`src/rtl/pipeline_hazard_unit.sv`:
```
// Hazard unit for a 5-stage MIPS-style pipeline: stalls, flushes and EX forwarding selects,
// driven by a small destination scoreboard that mirrors EX/MEM/WB.
module pipeline_hazard_unit #(
  parameter int CNT_W = 16
) (
  input  logic             clk,
  input  logic             rst,
  input  logic [4:0]       id_rs,
  input  logic [4:0]       id_rt,
  input  logic [4:0]       id_rd,
  input  logic             id_m_Rt_Rd,
  input  logic             id_m_R_31,
  input  logic             id_reg_write_enable,
  input  logic             id_m_dtlh_ALUPC8,
  input  logic             id_m_Rt2_imm,
  input  logic             id_mem_write_enable,
  input  logic [1:0]       id_jump_pre_Op,
  input  logic             ex_branch_taken,
  input  logic             icache_stall,
  input  logic             dcache_stall,
  output logic             pc_write,
  output logic             ifid_write,
  output logic             ifid_flush,
  output logic             idex_flush,
  output logic [1:0]       fwd_a,
  output logic [1:0]       fwd_b,
  output logic [CNT_W-1:0] stall_cycles
);

  typedef struct packed {
    logic [4:0] dst;
    logic       wen;
    logic       is_load;
    logic       is_branch;
    logic [4:0] rs;
    logic [4:0] rt;
  } ex_stage_t;

  typedef struct packed {
    logic [4:0] dst;
    logic       wen;
    logic       is_load;
  } mem_stage_t;

  // WB only ever forwards, so whether it came from a load no longer matters there
  typedef struct packed {
    logic [4:0] dst;
    logic       wen;
  } wb_stage_t;

  localparam int EX_W  = $bits(ex_stage_t);
  localparam int MEM_W = $bits(mem_stage_t);
  localparam int WB_W  = $bits(wb_stage_t);
  localparam ex_stage_t  EX_EMPTY  = ex_stage_t'({EX_W{1'b0}});
  localparam mem_stage_t MEM_EMPTY = mem_stage_t'({MEM_W{1'b0}});
  localparam wb_stage_t  WB_EMPTY  = wb_stage_t'({WB_W{1'b0}});
  localparam logic [CNT_W-1:0] CNT_MAX = {CNT_W{1'b1}};
  localparam logic [CNT_W-1:0] CNT_ONE = {{(CNT_W-1){1'b0}}, 1'b1};

  function automatic logic [4:0] decode_dst(input logic r31, input logic rt_rd,
                                            input logic [4:0] rd, input logic [4:0] rt);
    logic [4:0] dst;
    if (r31) begin
      dst = 5'd31;
    end else if (rt_rd) begin
      dst = rd;
    end else begin
      dst = rt;
    end
    return dst;
  endfunction

  // A load sitting in MEM is never a forwarding source; load-use stalling already spaced it out
  function automatic logic [1:0] fwd_select(input logic [4:0] src, input mem_stage_t mem,
                                            input wb_stage_t wb);
    logic [1:0] sel;
    if (mem.wen && !mem.is_load && (mem.dst == src)) begin
      sel = 2'b10;
    end else if (wb.wen && (wb.dst == src)) begin
      sel = 2'b01;
    end else begin
      sel = 2'b00;
    end
    return sel;
  endfunction

  ex_stage_t  ex_r;
  mem_stage_t mem_r;
  wb_stage_t  wb_r;
  logic [CNT_W-1:0] stall_cycles_r;

  logic [4:0] id_dst_s;
  logic       id_wen_s;
  logic       uses_rs_s;
  logic       uses_rt_s;
  ex_stage_t  id_entry_s;
  logic       freeze_s;
  logic       load_use_s;
  logic       jr_hz_s;
  logic       br_s;
  logic       pc_write_s;
  logic       ifid_write_s;
  logic       ifid_flush_s;
  logic       idex_flush_s;
  logic       count_s;

  // Decode the ID instruction into its scoreboard entry and source usage
  always_comb begin
    id_dst_s   = decode_dst(id_m_R_31, id_m_Rt_Rd, id_rd, id_rt);
    id_wen_s   = id_reg_write_enable && (id_dst_s != 5'd0);
    uses_rs_s  = (id_jump_pre_Op != 2'd3);
    uses_rt_s  = (id_jump_pre_Op != 2'd3) && (!id_m_Rt2_imm || id_mem_write_enable);
    id_entry_s = EX_EMPTY;
    id_entry_s.dst       = id_dst_s;
    id_entry_s.wen       = id_wen_s;
    id_entry_s.is_load   = !id_m_dtlh_ALUPC8;
    id_entry_s.is_branch = (id_jump_pre_Op == 2'd2);
    id_entry_s.rs        = id_rs;
    id_entry_s.rt        = id_rt;
  end

  // Hazard detection and prioritised pipeline control
  always_comb begin
    freeze_s   = icache_stall | dcache_stall;
    load_use_s = ex_r.wen && ex_r.is_load &&
                 ((uses_rs_s && (ex_r.dst == id_rs)) || (uses_rt_s && (ex_r.dst == id_rt)));
    // jr/jalr read rs in ID, so they wait until the target can come forward out of MEM
    jr_hz_s    = (id_jump_pre_Op == 2'd1) &&
                 ((ex_r.wen && (ex_r.dst == id_rs)) ||
                  (mem_r.wen && mem_r.is_load && (mem_r.dst == id_rs)));
    br_s       = ex_branch_taken && ex_r.is_branch;
    if (freeze_s) begin
      pc_write_s   = 1'b0;
      ifid_write_s = 1'b0;
      ifid_flush_s = 1'b0;
      idex_flush_s = 1'b0;
    end else if (br_s) begin
      pc_write_s   = 1'b1;
      ifid_write_s = 1'b1;
      ifid_flush_s = 1'b1;
      idex_flush_s = 1'b1;
    end else if (load_use_s || jr_hz_s) begin
      pc_write_s   = 1'b0;
      ifid_write_s = 1'b0;
      ifid_flush_s = 1'b0;
      idex_flush_s = 1'b1;
    end else if ((id_jump_pre_Op == 2'd1) || (id_jump_pre_Op == 2'd3)) begin
      pc_write_s   = 1'b1;
      ifid_write_s = 1'b1;
      ifid_flush_s = 1'b1;
      idex_flush_s = 1'b0;
    end else begin
      pc_write_s   = 1'b1;
      ifid_write_s = 1'b1;
      ifid_flush_s = 1'b0;
      idex_flush_s = 1'b0;
    end
    count_s = !pc_write_s || ifid_flush_s || idex_flush_s;
  end

  assign pc_write     = pc_write_s;
  assign ifid_write   = ifid_write_s;
  assign ifid_flush   = ifid_flush_s;
  assign idex_flush   = idex_flush_s;
  assign fwd_a        = fwd_select(ex_r.rs, mem_r, wb_r);
  assign fwd_b        = fwd_select(ex_r.rt, mem_r, wb_r);
  assign stall_cycles = stall_cycles_r;

  // Scoreboard advance; a freeze holds every stage, including a taken branch waiting in EX
  always_ff @(posedge clk or posedge rst) begin
    if (rst) begin
      ex_r  <= EX_EMPTY;
      mem_r <= MEM_EMPTY;
      wb_r  <= WB_EMPTY;
    end else if (!freeze_s) begin
      wb_r.dst      <= mem_r.dst;
      wb_r.wen      <= mem_r.wen;
      mem_r.dst     <= ex_r.dst;
      mem_r.wen     <= ex_r.wen;
      mem_r.is_load <= ex_r.is_load;
      ex_r          <= idex_flush_s ? EX_EMPTY : id_entry_s;
    end else begin
      ex_r  <= ex_r;
      mem_r <= mem_r;
      wb_r  <= wb_r;
    end
  end

  // Saturating count of lost cycles (stalls, freezes and flushes)
  always_ff @(posedge clk or posedge rst) begin
    if (rst) begin
      stall_cycles_r <= {CNT_W{1'b0}};
    end else if (count_s && (stall_cycles_r != CNT_MAX)) begin
      stall_cycles_r <= stall_cycles_r + CNT_ONE;
    end else begin
      stall_cycles_r <= stall_cycles_r;
    end
  end

endmodule

```
`config.mk`:
```
export PLATFORM = sky130hd
export DESIGN_NAME = pipeline_hazard_unit
export DESIGN_NICKNAME = d
export VERILOG_FILES = /design/src/rtl/pipeline_hazard_unit.sv
export SDC_FILE = /design/constraint.sdc
export NUM_CORES = 1
export LEC_CHECK = 0
export CAP_MARGIN = 0
export CORE_MARGIN = 3
export CORE_UTILIZATION = 44
export DETAILED_ROUTE_END_ITERATION = 10
export PLACE_DENSITY_LB_ADDON = 0.05
export SYNTH_ARGS = -nofsm -noshare
export SYNTH_HDL_FRONTEND = slang
export SYNTH_SLANG_ARGS = --single-unit
```
`constraint.sdc`:
```
create_clock -name clk -period 2.14 [get_ports clk]
set_input_delay 0.214 -clock clk [delete_from_list [all_inputs] [get_ports clk]]
set_output_delay 0.214 -clock clk [all_outputs]
set_load 0.05 [all_outputs]
```
* Word level (Yosys, flattened, before mapping) *
Index checks and enable logic that the tools add are counted.

storage, ports and cells
  memories = 0
  memory bits (read-only) = 0
  bits in latches = 0
  output and inout port bits = 24
  bits in writable memories = 0
  input bits = 28
  register bits after elaboration = 47

operators by class
  shift operators = 0
  equal/unequal tests = 12
  order comparisons = 0
  reduce and logical (&&, ||, !) cells = 29
  multipliers = 0
  bitwise gates (word level) = 1
  add/subtract/negate cells = 1
  divide/modulo/power cells = 0
  mux-type cells = 17

operator list
  cell                     number
  $eq A5 B5 Y1             7
  $mux W18                 1
  $logic_and A1 B1 Y1      17
  $add A16 B1 Y16 const B  1
  $ne A16 B16 Y1 const B   1
  $mux W1                  12
  $mux W5                  2
  $logic_or A1 B1 Y1       7
  $reduce_bool A5 Y1       1
  $eq A2 B2 Y1 const B     2
  $logic_not A1 Y1         4
  $mux W2                  2
  $eq A2 B1 Y1 const B     1
  $ne A2 B2 Y1 const B     1
  $or A1 B1 Y1             1

* Logic depth before layout (Yosys ltp) *
Gate-level depths: netlist of the first run.

  word-level depth = 14
  mapped depth = 8
  depth with buffers taken out = 6

* Least setup slack after synthesis of the first run *
OpenSTA, ideal clock, no wires.

  path kind = register to output
  start = register mem_r[2] (netlist name)
  end = output port fwd_b[0]
  arrival = 2.435 ns
  data required time = 1.926 ns
  path slack = -0.509 ns
  cell stages (with the launch flop) = 6
  cell sequence = dfrtp_1 > clkbuf_2 > xnor2_1 > nand4_1 > nor3_1 > nor2_1

on the way
  word-level cells in the longest chain between the ends = 3

RTL lines
  element                   RTL line  text
  start: declaration        88        mem_stage_t mem_r;
  start signal: assignment  184       mem_r <= mem_r;
  $eq A5 B5 Y1              77        if (mem.wen && !mem.is_load && (mem.dst == src)) begin
  $logic_and A1 B1 Y1       77
  $mux W2                   77
  end: declaration          26        output logic [1:0] fwd_b,

Every way passes these cells.

* Final worst setup path of the first run *
  start = input port id_rs[2]
  end = output port idex_flush

on the way
  word-level cells in the longest chain between the ends = 8
  elaborated cells between the ends (all ways) = 13

RTL lines
  element                                 RTL line       text
  start: declaration                      8              input logic [4:0] id_rs,
  $eq A5 B5 Y1 (on tied branches)         126, 129, 130
  $logic_and A1 B1 Y1 (on tied branches)  126, 129, 130
  $logic_or A1 B1 Y1 (on tied branches)   126, 129
  $logic_and A1 B1 Y1 (on tied branches)  125, 128
  $logic_or A1 B1 Y1 *                    142            end else if (load_use_s || jr_hz_s) begin
  $mux W1 *                               142
  $mux W1 *                               137            end else if (br_s) begin
  $mux W1 *                               132            if (freeze_s) begin
  end: declaration                        24             output logic idex_flush,

Every way passes the cells marked *; elsewhere a longest branch is shown, timed or not.

==> results.txt, run 1 <==
Number of sinks handled by clock tree synthesis: 47
Type of element launching the critical path: primary input
Setup repair after global routing missed its margin: yes
Crit path DAT: 1960 ps
Nets in the synthesized netlist: 293
IO buf count: 51
Number of pins exceeding their max-slew limit in the final report: 0
Worst setup path class: in2out
Wire length of the first global-routing pass: 10.5 mm
Hold-fix buffers, CTS: 0
Routed len/inst: 15.4 um
Worst skew pair latency: 310 ps
Total routing resource utilization after global routing: 18.4%
Syn_area_per_cell: 10.1 sq um
Die Footprint: 0.00704 sq mm
Number of non-filler instances in the completed layout: 403
Global placement routability congestion: 0.835
Buffers plus inverters on the worst setup path: 3
Horizontal die dimension: 83.9 um
Met3 WL post-DR: 258 um
Placed instance count: 393
DRC violation count after routing: 0
Critical path's largest stage delay: 600 ps
Largest net degree at the start of global routing: 48
Commonest cells after routing, fill and taps aside: nand2_1, dfrtp_1, clkdlybuf4s50_1
Cell type group with the largest total delay on the critical path: buffers and inverters
Part of the cycle the worst path needs: 101%
Number of routed nets with antenna violations: 0
Final core utilization: 64.9%
Seq/Total Area, Yosys: 44.1%
Average via count per standard cell: 5.25
Most common library cell in the layout ignoring fill and taps: nand2_1
Cell count after synthesis: 264
Post-detail-place hpwl: 4.56 mm
Highest fanout seen on the critical path: 5
Standard-cell rows: 27
Req. time, crit path: 1930 ps
Maximum clock frequency: 460 MHz
Path class of the lowest-slack min-delay path: in2async
Slew @ Worst Pin: 587 ps
Tmin final: 2170 ps
Number of clock buffers inserted by TritonCTS: 5
Relative max-transition margin: 60.8%
Number of synthesized register bits: 47
Met2 layer wire length in the routed design: 2.82 mm
Detailed-route wire length on metal 1: 3.07 mm
Nets@finish: 359
Area of the core: 0.00568 sq mm
Number of antenna violations at the first check in global routing: 0
Fin Setup TNS: -31.7 ps
Critical-path cell list: clkdlybuf4s50_1 -> xnor2_2 -> nand3_2 -> buf_4 -> nor3_4 -> nor2_4 -> a31oi_4 -> buf_12
Count of cell types in the netlist: 41
DRT Wirelength: 6.19 mm
Count of final setup violators: 1
Number of global-route vias before repair: 2075
Clock tree from TritonCTS: done
Leak Pwr: 0.00160 uW
Highest signal layer in the routed design: met4
Warning count from the yosys run: 0
Clock transition at the register clock pins on the worst setup and hold paths after CTS: 100 ps
Maximum level of the CTS H-tree: 2
Initial cell density of the core: 47.0%
Master cell of the clock root buffer: clkbuf_8
Final Skew: 15.0 ps
Status: complete, but fails checks
Final design instance area without fill: 0.00368 sq mm
Top Ports: 52
Post-synthesis cell area: 0.00267 sq mm
Setup ws final: -31.7 ps
Max Buffers Root-to-Sink: 2
Drt initial violations: 134
Final global-route overflow total: 0
Proportion of netlist area held by the largest area contributor: 44.1%
Fraction of final layout cells sized beyond drive strength 1: 25.1%
First-pass detailed-route iteration total: 4
Standard cell with the maximum stage delay on the critical path: clkdlybuf4s50_1
Max-Cap Viols: 0
Die Y: 83.9 um
Post-synth top area cell: dfrtp_1
Power density cells: 1000 mW/mm^2
Highest ir drop seen on vdd: 0.790 mV
Area growth, synth to finish: 38.0%
Setup crit end kind: output pin
Total chip power: 3700 uW
Vias: 2114
Number of inserted diodes: 0
Largest cells by area after synthesis: dfrtp_1, xor2_1, nand2_1
Placed cell area: 0.00341 sq mm
Failing checks: setup timing
Hold Violations, Final: 0
==> logic make-up (layout without fill, tap and decap cells) <==
group                    count (synthesis)  count (layout)  share of synthesized area, %
AO/OA/AOI/OAI                           30              30                          8.16
XOR/XNOR                                49              49                          16.1
adder cells (fa/ha/maj)                  1               1                         0.469
buffers and inverters                   16              83                          3.98
flip-flops                              47              47                          44.1
multiplexers                             1               1                         0.562
AND/OR/NAND/NOR                        120             120                          26.7
==> power by group <==
group	internal [uW]	leakage [uW]	total, uW	switching (uW)
sequential	1120	0.000564	1400	286
clock	354	0.0000587	669	315
combinational	681	0.000980	1630	945
total	2150	0.00160	3700	1550
==> through the flow <==
step	setup slack (ps)	hold WS [ps]
global placement	-117	472
global route	-71.8	407
CTS	-25.4	395
detailed placement	-170	477
floorplan	27.6	324
finish	-31.7	369
==> state kept, by name, summed over array words and instances, names as in the netlist <==
signal        count
ex_r             18
mem_r             7
stall_cycles     16
wb_r              6
==> cell type report <==
type | instances | area, sq um
fillers | 472 | 1990
clock buffers | 5 | 68.8
flip-flops and latches | 47 | 1180
well taps | 72 | 90.1
repair buffers | 73 | 743
clock inverters | 3 | 47.5
inverters | 2 | 7.51
multi-input cells | 201 | 1540
==> cell usage after synthesis, drive strengths merged <==
library cell	instances
nor4	6
mux2	1
a31oi	1
nand2b	1
ha	1
a22o	11
and3b	1
inv	2
o2111ai	1
xnor2	23
o22a	1
nor3b	4
nand2	57
a21oi	3
nand3b	1
nand4	6
a32o	1
xor2	26
o21ai	7
nor2	7
and4	2
nor4b	1
nand3	9
a211oi	5
dfrtp	47
nor3	12
buf	7
nor2b	6
clkbuf	7
or2	2
and3	5
==> path summary, 6_finish.rpt <==
check	startpoint	end	slack [ps]	cells after the start
max reg2reg	ex_r[17]$_DFFE_PP0N_	stall_cycles[1]$_DFFE_PP0P_	90	8
min	rst	stall_cycles[3]$_DFFE_PP0P_	370	3
min in group clk	id_m_dtlh_ALUPC8	ex_r[11]$_DFFE_PP0N_	470	2
max	id_rs[2]	idex_flush	-30	8
min reg2reg	stall_cycles[6]$_DFFE_PP0P_	stall_cycles[6]$_DFFE_PP0P_	490	1
max in group asynchronous	rst	ex_r[15]$_DFFE_PP0N_	1330	3
==> worst reg2reg max path, delay by kind of cell (launching register included) <==
kind                      cells  cell delay (ps)
muxes                         1              300
xor gates and xnor gates      1              180
and+or+nand+nor               3              560
AOI/OAI and AO/OA             1              170
buffers and inverters         2              270
DFF                           1              460
==> layer usage <==
layer,global-route usage [%],vias up
li1,-,1042
met1,27.2,1017
met2,28.0,50
met3,3.65,5
met4,3.95,0
met5,0,-
==> what timing repair did <==
item                                    CTS  global route
endpoints found under the setup margin    4            23
setup buffers                             2             1
resized for setup                        15            11
pin swaps                                14            11
Power figures use the tool's default switching activity.
==> inputs of run 2 (changes only) <==
SKIP_LAST_GASP = 1   (was unset)
==> results.txt, run 2 (synthesis results as in run 1) <==
Status: complete, but fails checks
Failing checks: setup timing
Register-to-register path setup slack: 90 ps (about the same)
DRC violation count after routing: 0 (unchanged)
Hold-fix buffers, CTS: 0 (unchanged)
Number of antenna violations at the first check in global routing: 0 (unchanged)
Power density cells: 1000 mW/mm^2 (-0.20%)
Final Skew: 14.1 ps (-0.925 ps)
Met3 WL post-DR: 271 um (+5.0%)
Commonest cells after routing, fill and taps aside: nand2_1, dfrtp_1, clkdlybuf4s50_1
Total routing resource utilization after global routing: 18.4% (-0.041 points)
Fraction of final layout cells sized beyond drive strength 1: 25.4% (+0.30 points)
Master cell of the clock root buffer: clkbuf_8
Average via count per standard cell: 5.28 (+0.57%)
Setup ws final: -16.7 ps (+15.0 ps)
Hold Violations, Final: 0 (unchanged)
Drt initial violations: 147 (+9.7%)
Wire length of the first global-routing pass: 10.5 mm (-0.20%)
Worst setup path class: in2out
Crit path DAT: 1940 ps (-20 ps)
Area of the core: 0.00568 sq mm (unchanged)
Number of non-filler instances in the completed layout: 403 (unchanged)
Filler instances: 473 (+0.21%)
Maximum clock frequency: 464 MHz (+0.70%)
Tmin final: 2160 ps (-15.0 ps)
Path class of the lowest-slack min-delay path: in2async
Die Footprint: 0.00704 sq mm (unchanged)
Area growth, synth to finish: 37.9% (about the same)
Worst skew pair latency: 300 ps (about the same)
Die Y: 83.9 um (unchanged)
Clock transition at the register clock pins on the worst setup and hold paths after CTS: 100 ps (about the same)
Highest fanout seen on the critical path: 5 (unchanged)
Met2 layer wire length in the routed design: 2.81 mm (-0.25%)
Type of element launching the critical path: primary input
Clock tree from TritonCTS: done
Count of final setup violators: 1 (unchanged)
Post-detail-place hpwl: 4.56 mm (unchanged)
Max Buffers Root-to-Sink: 2 (unchanged)
Vias: 2126 (+0.57%)
Req. time, crit path: 1930 ps (about the same)
Nets@finish: 359 (unchanged)
Number of global-route vias before repair: 2070 (-0.24%)
Highest ir drop seen on vdd: 0.790 mV (-0.11%)
Maximum level of the CTS H-tree: 2 (unchanged)
Number of pins exceeding their max-slew limit in the final report: 0 (unchanged)
Relative max-transition margin: 61.1% (+0.26 points)
Largest register by flop count: ex_r
Number of routed nets with antenna violations: 0 (unchanged)
DRT Wirelength: 6.18 mm (about the same)
Number of inserted diodes: 0 (unchanged)
Top Ports: 52 (unchanged)
Max reg flops: 18 (unchanged)
Final core utilization: 64.9% (about the same)
Number of sinks handled by clock tree synthesis: 47 (unchanged)
Detailed-route wire length on metal 1: 3.04 mm (-0.72%)
Placed instance count: 393 (unchanged)
First-pass detailed-route iteration total: 4 (unchanged)
Routed len/inst: 15.3 um (about the same)
Number of clock buffers inserted by TritonCTS: 5 (unchanged)
Initial cell density of the core: 47.0% (unchanged)
IO buf count: 51 (unchanged)
Standard-cell rows: 27 (unchanged)
Global placement routability congestion: 0.835 (unchanged)
Leak Pwr: 0.00161 uW (+0.29%)
Final global-route overflow total: 0 (unchanged)
Setup crit end kind: output pin
Horizontal die dimension: 83.9 um (unchanged)
Part of the cycle the worst path needs: 101% (-0.70 points)
Largest net degree at the start of global routing: 48 (unchanged)
Setup repair after global routing missed its margin: yes
Slew @ Worst Pin: 584 ps (-3.84 ps)
Highest signal layer in the routed design: met4
Max-Cap Viols: 0 (unchanged)
Most common library cell in the layout ignoring fill and taps: nand2_1
==> run 2: cell counts in the layout (fill, tap and decap cells not counted) <==
No cell type changed its count.
==> run 2: layout make-up <==
cell class	instances	area, sq um	share of cell area [%]
clock buffer	5	68.8	1.87
clock inverter	3	47.5	1.29
inverter	2	7.51	0.204
multi-input combinational	201	1540	41.9
sequential	47	1180	32.1
tap	72	90.1	2.45
timing repair buffer	73	743	20.2
==> run 2: stage by stage <==
stage          cell area (sq um)  hold slack, ps  setup slack (ps)  setup TNS (ps)  total power (uW)
2_1_floorplan               2690             324              27.6               0              2460
4_1_cts                     3610             395             -25.4           -67.9              3690
5_1_grt                     3680             407             -71.8            -220              3920
6_report                    3680             369             -16.7           -16.7              3690
3_5_place_dp                3410             477              -170           -1550              2990
3_3_place_gp                3410             472              -117            -802              2970
==> run 2: routing by layer <==
metal | vias to the layer above | GRT usage, %
met2 | 53 | 27.8
met5 | - | 0
met3 | 6 | 3.65
met1 | 1032 | 27.2
met4 | 0 | 3.95
li1 | 1035 | -
==> run 2: where the power goes <==
group / total [uW] / internal (uW) / switching (uW)
sequential: 1400 / 1120 / 287
combinational: 1620 / 682 / 935
clock: 668 / 354 / 314
total: 3690 / 2150 / 1540
==> run 2: repair_timing <==
item                                    in CTS  in global routing
pin swaps                                   14                 12
endpoints found under the setup margin       4                 23
setup buffers                                2                  1
resized for setup                           14                 12
==> run 2: final timing paths <==
| kind | from | end | depth (start not counted) |
|---|---|---|---|
| worst max-delay path | id_rs[2] | idex_flush | 8 |
| worst min-delay path | rst | stall_cycles[3]$_DFFE_PP0P_ | 3 |
| worst max register to register | ex_r[17]$_DFFE_PP0N_ | stall_cycles[10]$_DFFE_PP0P_ | 9 |
| worst min register to register | stall_cycles[6]$_DFFE_PP0P_ | stall_cycles[6]$_DFFE_PP0P_ | 1 |
| max in group asynchronous | rst | ex_r[15]$_DFFE_PP0N_ | 3 |
| min in group clk | id_m_dtlh_ALUPC8 | ex_r[11]$_DFFE_PP0N_ | 2 |
==> run 2: critical path, cell delays in order <==
cell and delay [ps]:
clkdlybuf4s50_1 590, xnor2_2 150, nand3_2 130, buf_4 160, nor3_4 230, nor2_4 90, a31oi_4 210, buf_12 160
==> inputs of run 3 (changes only) <==
REMOVE_ABC_BUFFERS = 1   (was unset)
==> results.txt, run 3 (synthesis results as in run 1) <==
Initial cell density of the core: 47.0% (unchanged)
Max-Cap Viols: 0 (unchanged)
Area of the core: 0.00568 sq mm (unchanged)
Leak Pwr: 0.00162 uW (+0.77%)
Path class of the lowest-slack min-delay path: in2async
Critical path's largest stage delay: 430 ps (-160 ps)
Final global-route overflow total: 0 (unchanged)
Total routing resource utilization after global routing: 18.8% (+0.35 points)
Count of final setup violators: 4 (+3)
Placed instance count: 396 (+0.76%)
DRC violation count after routing: 0 (unchanged)
Power density cells: 958 mW/mm^2 (-4.4%)
Number of cells on the worst reg-to-reg path: 9 (unchanged)
Largest register by flop count: ex_r
Fraction of final layout cells sized beyond drive strength 1: 24.3% (-1.1 points)
Post-detail-place hpwl: 4.59 mm (+0.67%)
Global placement routability congestion: 0.864 (+3.5%)
Reg-to-reg critical path startpoint: ex_r[14]$_DFFE_PP0N_
Type of element launching the critical path: flop
Max reg flops: 18 (unchanged)
Failing checks: setup timing
Number of clock buffers inserted by TritonCTS: 5 (unchanged)
Clock transition at the register clock pins on the worst setup and hold paths after CTS: 80 ps (-20 ps)
Detailed-route wire length on metal 1: 3.12 mm (+2.4%)
Worst skew pair latency: 300 ps (about the same)
Number of global-route vias before repair: 2167 (+4.7%)
Total chip power: 3550 uW (-3.8%)
Area growth, synth to finish: 38.7%
Final Skew: 5.94 ps (-8.17 ps)
Part of the total power dissipated in sequential elements: 39.0% (+1.0 points)
RR Endpoint: stall_cycles[1]$_DFFE_PP0P_
Clock tree from TritonCTS: done
Average via count per standard cell: 5.23 (-0.88%)
Critical-path cell list: buf_6 -> xnor2_2 -> nand3_2 -> nor4b_4 -> o21ai_2 -> a31oi_4 -> buf_12
Drt initial violations: 90 (-39%)
Commonest cells after routing, fill and taps aside: nand2_1, dfrtp_1, clkdlybuf4s50_1
Number of antenna violations at the first check in global routing: 0 (unchanged)
Net switching component of the power: 1510 uW (-1.6%)
Master cell of the clock root buffer: clkbuf_8
Design internal power: 2040 uW (-5.4%)
Filler instances: 486 (+2.7%)
Die Footprint: 0.00704 sq mm (unchanged)
Horizontal die dimension: 83.9 um (unchanged)
Maximum level of the CTS H-tree: 2 (unchanged)
Clock share of power: 14.0% (-4.1 points)
Number of sinks handled by clock tree synthesis: 47 (unchanged)
Part of the cycle the worst path needs: 105% (+4.5 points)
Standard cell with the maximum stage delay on the critical path: dfrtp_1
Number of routed nets with antenna violations: 0 (unchanged)
Hold Violations, Final: 0 (unchanged)
Maximum clock frequency: 444 MHz (-4.3%)
Number of non-filler instances in the completed layout: 406 (+0.74%)
Vias: 2123 (-0.14%)
Pre-CTS worst setup slack: -166 ps (+3.54 ps)
Highest fanout seen on the critical path: 4 (-1)
Number of pins exceeding their max-slew limit in the final report: 0 (unchanged)
Met3 WL post-DR: 252 um (-7.0%)
Max Buffers Root-to-Sink: 2 (unchanged)
Nets@finish: 364 (+1.4%)
Met2 layer wire length in the routed design: 2.80 mm (-0.18%)
Status: complete, but fails checks
Combinational cell fraction of total power: 47.0% (+3.2 points)
Largest net degree at the start of global routing: 31 (-35%)
Top Ports: 52 (unchanged)
DRT Wirelength: 6.24 mm (+0.92%)
First-pass detailed-route iteration total: 4 (unchanged)
Number of inserted diodes: 0 (unchanged)
Highest ir drop seen on vdd: 0.802 mV (+1.6%)
Standard-cell rows: 27 (unchanged)
Slew @ Worst Pin: 499 ps (-84.5 ps)
Setup crit end kind: output pin
Worst setup path class: reg2out
Register-to-register path setup slack: 60 ps (-30 ps)
Req. time, crit path: 1930 ps (about the same)
Final hold slack: 230 ps (-139 ps)
Switching share of power: 42.6% (+0.95 points)
Setup repair after global routing missed its margin: yes
Routed len/inst: 15.4 um (+0.18%)
Hold-fix buffers, CTS: 0 (unchanged)
Wire length of the first global-routing pass: 10.6 mm (+1.4%)
Most common library cell in the layout ignoring fill and taps: nand2_1
Relative max-transition margin: 66.6% (+5.5 points)
IO buf count: 51 (unchanged)
Highest signal layer in the routed design: met4
Crit path DAT: 2040 ps (+100 ps)
Setup ws final: -114 ps (-97.2 ps)
Die Y: 83.9 um (unchanged)
Tmin final: 2250 ps (+97.2 ps)
## run 3: changes by cell type in the layout (fill, tap and decap cells not counted), moves of 3 or more
cell	delta
buf_12	+3
buf_6	+3
dfrtp_1	+3
dfrtp_2	-3
## run 3: how the worst max path moves through the flow
stage / start / end / slack [ps]
after detailed placement: id_rs[2] / ex_r[12]$_DFFE_PP0N_ / -170
after global placement: id_rt[1] / idex_flush / -150
after floorplan: ex_r[16]$_DFFE_PP0N_ / ifid_write / -590
final: ex_r[17]$_DFFE_PP0N_ / idex_flush / -110
after global routing: ex_r[17]$_DFFE_PP0N_ / ifid_write / -170
after CTS: ex_r[16]$_DFFE_PP0N_ / idex_flush / -100
## run 3: layer usage
layer,global-route usage (%),up-vias
li1,-,1050
met4,4.39,0
met3,3.95,6
met1,27.5,1026
met5,0,-
met2,28.3,41
## run 3: power by group through the flow
| stage | clock network [uW] | logic, uW | registers (uW) |
|---|---|---|---|
| final | 497 | 1670 | 1380 |
| after global routing | 550 | 1780 | 1430 |
| after CTS | 513 | 1660 | 1380 |
| after detailed placement | 0 | 1590 | 1400 |
| after global placement | 0 | 1570 | 1400 |
| after floorplan | 0 | 601 | 1810 |
## run 3: layout make-up
type	instances	area, sq um	area share, %
Clock buffer	6	72.6	1.96
Tap cell	72	90.1	2.43
Inverter	2	7.51	0.203
Timing Repair Buffer	78	830	22.4
Sequential cell	47	1180	31.8
Multi-Input combinational cell	201	1530	41.2
## run 3: critical path, delay by kind of cell, from the launching register on
family                    cells  cell delay (ps)
xor gates and xnor gates      1              130
AOI/OAI and AO/OA             2              370
DFF                           1              430
buffers and inverters         2              320
and+or+nand+nor               2              490
## run 3: repair_timing
action                                  CTS  global route
gates resized for setup                  21             6
hold endpoints to repair                  0             0
buffers inserted                          6             0
endpoints found under the setup margin    5            19
pin swaps                                14             7
## run 3: per-stage QoR
step                TNS, ps  cell area, sq um  utilization [%]
floorplan             -2610              2570                -
global placement      -1440              3450             60.8
detailed placement    -1690              3450             60.8
CTS                    -295              3660             64.6
global route           -645              3700             65.2
finish                 -369              3700             65.2
